==> src/rtl/counter_ctrl_pkg.sv <==
// Shared command codes and FSM state encodings for the counter sequencer.
package counter_ctrl_pkg;

  // Command codes carried on cmd; codes 5..7 are reserved and behave as NOP.
  localparam logic [2:0] CMD_NOP   = 3'd0;
  localparam logic [2:0] CMD_START = 3'd1;
  localparam logic [2:0] CMD_STOP  = 3'd2;
  localparam logic [2:0] CMD_CLEAR = 3'd3;
  localparam logic [2:0] CMD_LOAD  = 3'd4;

  // FSM state encodings, kept as plain constants for legacy tools.
  localparam logic [1:0] ST_IDLE   = 2'd0;
  localparam logic [1:0] ST_RUN    = 2'd1;
  localparam logic [1:0] ST_PAUSED = 2'd2;
  localparam logic [1:0] ST_DONE   = 2'd3;

  typedef logic [1:0] state_t;

endpackage

==> src/rtl/counter_ctrl_tick_gen.sv <==
// Prescaler: counts 0..PRESCALE-1 while enabled and flags the step cycle.
// step is a decode of the count register so the parent can register the
// resulting Q update and tick in the same edge.
module tick_gen #(
  parameter int unsigned PRESCALE = 12000000,
  parameter int unsigned PS_W     = 24
) (
  input  logic Clock,
  input  logic Reset,
  input  logic en,
  input  logic clr,
  output logic step
);

  localparam logic [PS_W-1:0] LAST = PS_W'(PRESCALE - 1);

  logic [PS_W-1:0] cnt_q, cnt_d;

  assign step = en && (cnt_q == LAST);

  // Next prescaler value: clear wins, a step wraps to 0, otherwise count while
  // enabled and hold (freeze) while disabled.
  always_comb begin
    // NOTE: every combinational output gets a default first so no path can
    // leave it unassigned and infer a latch.
    cnt_d = cnt_q;
    if (clr)       cnt_d = '0;
    else if (step) cnt_d = '0;
    else if (en)   cnt_d = cnt_q + PS_W'(1);
  end

  // Prescaler register with synchronous reset.
  always_ff @(posedge Clock) begin
    // NOTE: state registers use non-blocking assignments so every flop
    // samples pre-edge values regardless of block ordering.
    if (Reset) cnt_q <= '0;
    else       cnt_q <= cnt_d;
  end

endmodule

==> src/rtl/counter_ctrl.sv <==
// Command-driven sequencer around a prescaled up/down counter. Owns the
// IDLE/RUN/PAUSED/DONE FSM and the Q datapath; all outputs are registered.
module counter_ctrl
  import counter_ctrl_pkg::*;
#(
  parameter int unsigned WIDTH    = 4,
  parameter int unsigned PRESCALE = 12000000,
  parameter int unsigned PS_W     = 24
) (
  input  logic             Clock,
  input  logic             Reset,
  input  logic             cmd_valid,
  input  logic [2:0]       cmd,
  output logic             cmd_ready,
  input  logic [WIDTH-1:0] load_val,
  input  logic [WIDTH-1:0] limit,
  input  logic             dir_down,
  input  logic             oneshot,
  output logic [WIDTH-1:0] Q,
  output logic             tick,
  output logic             running,
  output logic             done
);

  state_t           state_q, state_d;
  logic [WIDTH-1:0] q_q, q_d;
  logic             tick_q, tick_d;
  logic             running_q, running_d;
  logic             done_q, done_d;
  logic             ready_q;

  logic accept;
  logic ps_en, ps_clr, step;
  logic cmd_hit;

  assign accept = cmd_valid && ready_q;
  assign ps_en  = (state_q == ST_RUN);

  tick_gen #(
    .PRESCALE (PRESCALE),
    .PS_W     (PS_W)
  ) u_tick_gen (
    .Clock (Clock),
    .Reset (Reset),
    .en    (ps_en),
    .clr   (ps_clr),
    .step  (step)
  );

  // FSM and Q next-state: an effective command in RUN discards a coincident
  // step; otherwise a step applies the up/down terminal rule.
  always_comb begin
    state_d = state_q;
    q_d     = q_q;
    tick_d  = 1'b0;
    ps_clr  = 1'b0;
    cmd_hit = 1'b0;

    case (state_q)
      ST_IDLE: begin
        if (accept) begin
          case (cmd)
            CMD_START: begin state_d = ST_RUN; ps_clr = 1'b1; end
            CMD_LOAD:  q_d = load_val;
            CMD_CLEAR: q_d = '0;
            default: ;
          endcase
        end
      end

      ST_RUN: begin
        if (accept) begin
          case (cmd)
            // Prescaler keeps its post-edge value; on a step cycle it wraps
            // to 0, so a STOP there freezes it at 0.
            CMD_STOP:  begin state_d = ST_PAUSED; cmd_hit = 1'b1; end
            CMD_CLEAR: begin q_d = '0;       ps_clr = 1'b1; cmd_hit = 1'b1; end
            CMD_LOAD:  begin q_d = load_val; ps_clr = 1'b1; cmd_hit = 1'b1; end
            default: ;
          endcase
        end
        if (step && !cmd_hit) begin
          tick_d = 1'b1;
          if (!dir_down) begin
            if (q_q >= limit) begin
              if (oneshot) state_d = ST_DONE;
              else         q_d     = '0;
            end else begin
              q_d = q_q + WIDTH'(1);
            end
          end else begin
            if (q_q == '0) begin
              if (oneshot) state_d = ST_DONE;
              else         q_d     = limit;
            end else begin
              q_d = q_q - WIDTH'(1);
            end
          end
        end
      end

      ST_PAUSED: begin
        if (accept) begin
          case (cmd)
            CMD_START: state_d = ST_RUN;
            CMD_CLEAR: begin state_d = ST_IDLE; q_d = '0; ps_clr = 1'b1; end
            CMD_LOAD:  q_d = load_val;
            default: ;
          endcase
        end
      end

      ST_DONE: begin
        if (accept) begin
          case (cmd)
            CMD_START: begin
              state_d = ST_RUN;
              q_d     = dir_down ? limit : '0;
              ps_clr  = 1'b1;
            end
            CMD_CLEAR: begin state_d = ST_IDLE; q_d = '0; end
            CMD_LOAD:  begin state_d = ST_IDLE; q_d = load_val; end
            CMD_STOP:  state_d = ST_IDLE;
            default: ;
          endcase
        end
      end

      default: state_d = ST_IDLE;
    endcase

    running_d = (state_d == ST_RUN);
    done_d    = (state_d == ST_DONE);
  end

  // Register state, count and status outputs; reset aborts any pending step.
  always_ff @(posedge Clock) begin
    if (Reset) begin
      state_q   <= ST_IDLE;
      q_q       <= '0;
      tick_q    <= 1'b0;
      running_q <= 1'b0;
      done_q    <= 1'b0;
      ready_q   <= 1'b0;
    end else begin
      state_q   <= state_d;
      q_q       <= q_d;
      tick_q    <= tick_d;
      running_q <= running_d;
      done_q    <= done_d;
      ready_q   <= 1'b1;
    end
  end

  assign cmd_ready = ready_q;
  assign Q         = q_q;
  assign tick      = tick_q;
  assign running   = running_q;
  assign done      = done_q;

endmodule

==> config.mk <==
export PLATFORM = sky130hd
export DESIGN_NAME = counter_ctrl
export DESIGN_NICKNAME = d
export VERILOG_FILES = /design/src/rtl/counter_ctrl_pkg.sv /design/src/rtl/counter_ctrl_tick_gen.sv /design/src/rtl/counter_ctrl.sv
export SDC_FILE = /design/constraint.sdc
export NUM_CORES = 1
export LEC_CHECK = 0
export BUFFER_PORTS_ARGS = -buffer_cell sky130_fd_sc_hd__buf_2
export CORE_ASPECT_RATIO = 0.7
export CORE_UTILIZATION = 46
export CTS_CLUSTER_SIZE = 24
export DETAILED_ROUTE_END_ITERATION = 7
export SLEW_MARGIN = 10
export SYNTH_ARGS = -nofsm -noshare
export SYNTH_HDL_FRONTEND = slang
export SYNTH_HIERARCHICAL = 1
export SYNTH_SLANG_ARGS = --single-unit
==> constraint.sdc <==
create_clock -name Clock -period 3.9 [get_ports Clock]
set_input_delay 0.195 -clock Clock [delete_from_list [all_inputs] [get_ports Clock]]
set_output_delay 0.195 -clock Clock [all_outputs]
set_load 0.005 [all_outputs]
==> results by group, run 1 <==
Worst setup path
  – Setup crit end kind: register
  – R2R Path End: running
  – R2R setup slack: 550 ps
  – CP Launch Point: state_q[0]
  – Reg2Reg Depth: 10
  – Critical Path End: running
  – CP Class: register to register
  – Data required time of the worst path: 4130 ps
  – Critical Path AT: 3580 ps
  – Crit start category: register
  – Crit-path max FO: 10
  – Reg-to-Reg Start: state_q[0]

Route
  – Aggregate routed wire length: 6127 um
  – Iter 0 DRT Violations: 187
  – DR vias: 2446
  – Vias/cell: 5.894
  – ANT nets after route: 0
  – Wire length per cell: 14.76 um
  – DRC violations left: 0
  – First-pass detailed-route iteration total: 5

Placement
  – DP HPWL: 4611 um
  – GP Congestion: 0.8781
  – Port bufs: 23

Logic synthesis
  – Post-synth top flop: dfxtp_1
  – Async SR Flop Fraction: 0
  – #FFs+latches synth: 34
  – Post-synth EDFFs: 0
  – Post-Synthesis Cells: 324
  – Syn_area_per_cell: 7.855 um^2
  – Top cells by area, synth: dfxtp_1, ha_1, nand2_1
  – Synth Warn #: 6
  – Yosys top cell area share: 0.2675
  – Cell area after synthesis: 2545 um^2
  – Synth area leader: dfxtp_1
  – Synth cell types: 66
  – Syn_nets: 352
  – Sequential-to-total area share from yosys stat: 0.2675

Clock network
  – CTS H-Tree Depth: 2
  – Clock tree root driver cell: clkbuf_8
  – CTS max path bufs: 2
  – CTS tree: yes
  – Post-CTS setup buffers: 0
  – Hold_buf cts: 0
  – Clock slew at reported path FFs: 80 ps
  – TritonCTS Buffers: 5
  – Clock Sinks: 34
  – Worst-skew pair later-pin latency: 280 ps
  – Resized cells post-CTS: 0

STA
  – Endpoints failing setup: 0
  – Final setup TNS: 0 ps
  – Max Fclk: 298.5 MHz
  – Final Critical Period: 3350 ps
  – Unrepaired setup endpoints after global routing: false
  – Worst slew margin: 0.5683
  – Fin Clk Skew: 9.311 ps
  – Final Hold Viols: 0
  – Worst-margin pin slew: 631.3 ps
  – Fin crit share: 0.8590
  – Final Max Slew Viols: 0

Global route
  – Vias in the first global route: 2137
  – Antenna violations before repair: 0
  – First-pass GRT wire length: 10390 um
  – Grt total ovfl: 0
  – Pin count of the biggest net entering global routing: 22
  – Total GRT Usage: 0.2210

Cells and area
  – Share of cells above drive strength 1: 0.1633
  – Most frequent cells in the layout: dfxtp_1, nand2_1, nor2_1
  – Synth-to-layout area growth: 8.801%
  – FILL cells: 537
  – Antenna Cells: 0
  – Nets: 370
  – Final Util: 0.5239

Run
  – Maxcap violations: 0

Hold path
  – HP Class: input port to register
  – Min-delay src: Reset

Power and ir drop
  – PnR Total Power: 848.7 uW
  – LEAKAGE: 1.013 nW
  – P per Cell Area: 306.5 nW/um^2
  – Max rail drop VDD: 237.5 uV

Floorplan
  – IO Pins: 24
  – Die Y: 64.23 um
  – Initial Util: 0.4815
  – Row cnt: 22
  – Core Region: 5285 um^2
  – Die area: 5839 um^2
  – DIE WIDTH: 90.90 um

Status
  – Status: finished clean
-- logic make-up (layout without fill, tap and decap cells) --
family                   after synthesis  after routing  synth area share
AND/OR/NAND/NOR                      147            147            0.3147
adder cells (fa/ha/maj)               12             12           0.05900
multiplexers                           1              1          0.003933
XOR/XNOR                              15             15           0.05162
AO/OA/AOI/OAI                         84             84            0.2424
buffers and inverters                 31             50           0.06096
flip-flops                            34             34            0.2675
-- power breakdown --
group	total, mW	switching, mW	internal (mW)
Sequential	0.380	0.0227	0.357
Clock	0.262	0.137	0.125
Combinational	0.207	0.120	0.0862
Total	0.849	0.280	0.569
-- flip-flops by register name, summed over array words and instances, names as in the netlist --
name              flops
state_q               2
u_tick_gen/cnt_q     24
cmd_ready             1
running               1
Q                     4
tick                  1
done                  1
-- synthesized netlist by cell type, drive strengths merged (2+ instances only) --
cell	count
or2	3
and2	2
inv	17
xor2	6
or4	11
ha	12
nor3	14
o21ai	14
nor2b	3
o31ai	12
dfxtp	34
a31oi	9
a21boi	2
nand3	8
buf	8
nor4	3
a211oi	3
nand4	7
o21a	2
a31o	4
a21oi	18
nand2b	5
nor2	33
xnor2	9
nor3b	3
or3	8
and3	4
a2111oi	4
nand2	35
a221oi	3
or3b	3
clkbuf	6
-- per-stage QoR --
step / setup slack [ps] / hold WS (ps) / cells / area (um^2)
global route: 264.6 / 233.7 / 415 / 2769
CTS: 553.0 / 216.2 / 415 / 2769
detailed placement: 608.1 / 469.5 / 407 / 2679
floorplan: 835.7 / 263.9 / 324 / 2545
finish: 549.8 / 223.5 / 415 / 2769
global placement: 722.7 / 462.8 / 407 / 2679
-- routing by layer --
layer | track usage | up-vias | share of wire
li1 | - | 1233 | -
met1 | 0.3454 | 1135 | 0.54
met2 | 0.3106 | 74 | 0.39
met3 | 0.04881 | 4 | 0.058
met4 | 0.02579 | 0 | 0.0049
met5 | 0 | - | 0
-- how the worst min path moves through the flow --
stage | endpoint | slack [ps] | depth (start not counted)
after floorplan | Q[0] | 260 | 1
after CTS | state_q[1] | 220 | 2
after global placement | u_tick_gen/cnt_q[23] | 460 | 2
after global routing | state_q[1] | 230 | 2
final | state_q[1] | 220 | 2
after detailed placement | u_tick_gen/cnt_q[21] | 470 | 2
-- worst max-delay path, cell delays in order, from the launching register on --
cell and delay, ps:
dfxtp_1 480, ha_1 270, nand4_4 160, or3_2 510
nor4b_1 570, a21boi_0 350, a31oi_1 180, nor2_1 240
nand2_1 90, a211o_1 330, nor2b_1 120
-- cell type report --
cell class              instances  area [um^2]  share of cell area
inverters                      17        63.81             0.02305
flip-flops and latches         34        680.7              0.2458
multi-input cells             259         1714              0.6191
repair buffers                 25        130.1             0.04700
well taps                      72        90.09             0.03253
clock buffers                   5        68.82             0.02485
clock inverters                 3        21.27            0.007682
Power figures use the tool's default switching activity.
==> run 2: changes to the inputs <==
Settings changed: ABC_AREA set to 1.
==> run 2 against run 1 <==
Wire length is 5.0% higher. Largest power group is now combinational logic. Register-to-register slack better by 1100 ps. Synthesized area is 3.9% higher. Critical path type unchanged. Critical path depth is 3 higher. Count of clock-buffer cells in the layout is 2 higher.
==> results by group, run 2 <==
Route
  – First-pass detailed-route iteration total: 5
  – DRC violations left: 0
  – ANT nets after route: 0
  – DR vias: 2541
  – Iter 0 DRT Violations: 165
  – Wire length per cell: 12.64 um
  – Vias/cell: 4.992
  – Aggregate routed wire length: 6432 um

Logic synthesis
  – Synth area leader: dfxtp_1
  – Top cells by area, synth: dfxtp_1, nand2_1, inv_1
  – Syn_nets: 439
  – Async SR Flop Fraction: 0
  – #FFs+latches synth: 34
  – Sequential-to-total area share from yosys stat: 0.2573
  – Post-synth top flop: dfxtp_1
  – Synth Warn #: 6
  – Post-Synthesis Cells: 411
  – Syn_area_per_cell: 6.436 um^2
  – Most frequent cells after synthesis: nand2_1, inv_1, nor2_1
  – Post-synth EDFFs: 0
  – Cell area after synthesis: 2645 um^2
  – Top-count cell post-synth: nand2_1
  – Yosys top cell area share: 0.2573
  – Synth cell types: 37

Power and ir drop
  – Max rail drop VDD: 329.8 uV
  – P per Cell Area: 396.5 nW/um^2
  – LEAKAGE: 1.246 nW

STA
  – Worst-margin pin slew: 514.6 ps
  – Endpoints failing setup: 0
  – Fin crit share: 0.5896
  – Final Critical Period: 2299 ps
  – Post-Route Hold Slack: 156.2 ps
  – Unrepaired setup endpoints after global routing: false
  – Final Hold Viols: 0
  – Worst slew margin: 0.6570
  – Fin Clk Skew: 7.239 ps
  – Final setup TNS: 0 ps
  – Max Fclk: 434.9 MHz
  – Final Max Slew Viols: 0

Hold path
  – HP Class: input port to register
  – Worst hold path cell count: 2
  – Min-delay src: Reset
  – Hold Path Sink: state_q[1]

Clock network
  – Clock Sinks: 34
  – Worst-skew pair later-pin latency: 280 ps
  – CTS H-Tree Depth: 2
  – Clock tree root driver cell: clkbuf_8
  – TritonCTS Buffers: 5
  – CTS max path bufs: 2
  – Resized cells post-CTS: 0
  – Post-CTS setup buffers: 0
  – Clock slew at reported path FFs: 70 ps
  – Hold_buf cts: 0
  – CTS tree: yes

Cells and area
  – FILL cells: 589
  – Synth-to-layout area growth: 9.461%
  – Biggest register: u_tick_gen/cnt_q
  – Max reg flops: 24
  – Antenna Cells: 0
  – Final Util: 0.5366
  – Commonest non-fill, non-tap cell in the layout: nand2_1
  – Share of cells above drive strength 1: 0.1785
  – Nets: 464
  – Most frequent cells in the layout: nand2_1, inv_1, nor2_1
  – Post-Layout Cell Count: 509
  – Design Area, Final: 2895 um^2

Placement
  – Port bufs: 23
  – GP Congestion: 0.8863
  – Placed Instances: 501
  – Post-DP Area: 2804 um^2
  – DP HPWL: 5106 um

Status
  – Status: finished clean

Floorplan
  – IO Pins: 24
  – Die area: 6063 um^2
  – Initial Util: 0.4903
  – Core Region: 5395 um^2
  – Row cnt: 22
  – DIE WIDTH: 92.64 um
  – Die Y: 65.45 um

Worst setup path
  – R2R setup slack: 1600 ps
  – Reg2Reg Depth: 13
  – CP Class: register to register
  – Reg-to-Reg Start: state_q[1]
  – Setup crit end kind: register
  – Data required time of the worst path: 4070 ps
  – Crit-path max FO: 13
  – CP peak stage delay: 510 ps
  – Crit start category: register
  – CP max stage cell: ha_1
  – Critical path cell sequence: inv_1 > ha_1 > nand4_1 > nor2_1 > nand3_2 > inv_1 > nand3_4 > clkinv_4 > nand3_2 > nand2_1 > nand2_1 > a21oi_1 > nor2_1
  – Critical Path AT: 2470 ps
  – R2R Path End: running

Global route
  – Total GRT Usage: 0.2324
  – First-pass GRT wire length: 10910 um
  – Pin count of the biggest net entering global routing: 25
  – Grt total ovfl: 0
  – Antenna violations before repair: 0
  – Vias in the first global route: 2336

Run
  – Maxcap violations: 0
[run 2: cell count changes after synthesis, moves of 6 or more]
cell / change
o31ai_1: -12
nand2_1: +68
inv_1: +37
nor2_1: +15
or4_1: -9
inv_2: +6
buf_2: -6
nor2_2: +11
nor3_1: -7
o21ai_1: +8
nand3_1: +16
nand2_2: +12
[run 2: critical path, delay by kind of cell (launching register included)]
family                     cells  cell delay, ps
and+or+nand+nor                8             820
adders and majority gates      1             510
buffers and inverters          3             360
DFF                            1             350
AOI/OAI and AO/OA              1             160
[run 2: worst max-delay path by stage]
| stage | from | endpoint | slack (ps) | cells past startpoint |
|---|---|---|---|---|
| after floorplan | state_q[1] | running | 1990 | 14 |
| after global placement | state_q[0] | done | 1640 | 13 |
| after detailed placement | state_q[1] | running | 1580 | 13 |
| after CTS | state_q[1] | running | 1570 | 13 |
| after global routing | state_q[1] | done | 1360 | 14 |
| final | state_q[1] | running | 1600 | 13 |
[run 2: layer usage]
metal  global-route usage  share of wire
met1               0.3686           0.57
met2               0.3231           0.36
met3              0.04282          0.069
met4              0.03654         0.0030
met5                    0              0
[run 2: through the flow]
step | setup WS (ps) | power, mW
finish | 1601 | 1.148
global route | 1360 | 1.230
CTS | 1571 | 1.152
detailed placement | 1577 | 0.8830
global placement | 1641 | 0.8718
floorplan | 1994 | 0.7718
[run 2: cell type report]
cell class                 instances  area [um^2]  area share
clock inverter                     1        5.005    0.001729
inverter                          62        237.7     0.08211
timing repair buffer              23        115.1     0.03976
clock buffer                       7        86.33     0.02982
sequential                        34        680.7      0.2351
multi-input combinational        310         1680      0.5804
tap                               72        90.09     0.03111
[run 2: cell families after synthesis]
group | after synthesis | synth area share
compound gates | 58 | 0.1291
xor+xnor | 14 | 0.04635
fa+ha+maj | 12 | 0.05676
buf+inv | 67 | 0.1074
flops | 34 | 0.2573
simple gates | 226 | 0.4030
[run 2: power by group]
part	switching [mW]	internal, mW	total, mW
logic	0.298	0.160	0.459
clock network	0.125	0.142	0.267
registers	0.0439	0.378	0.422
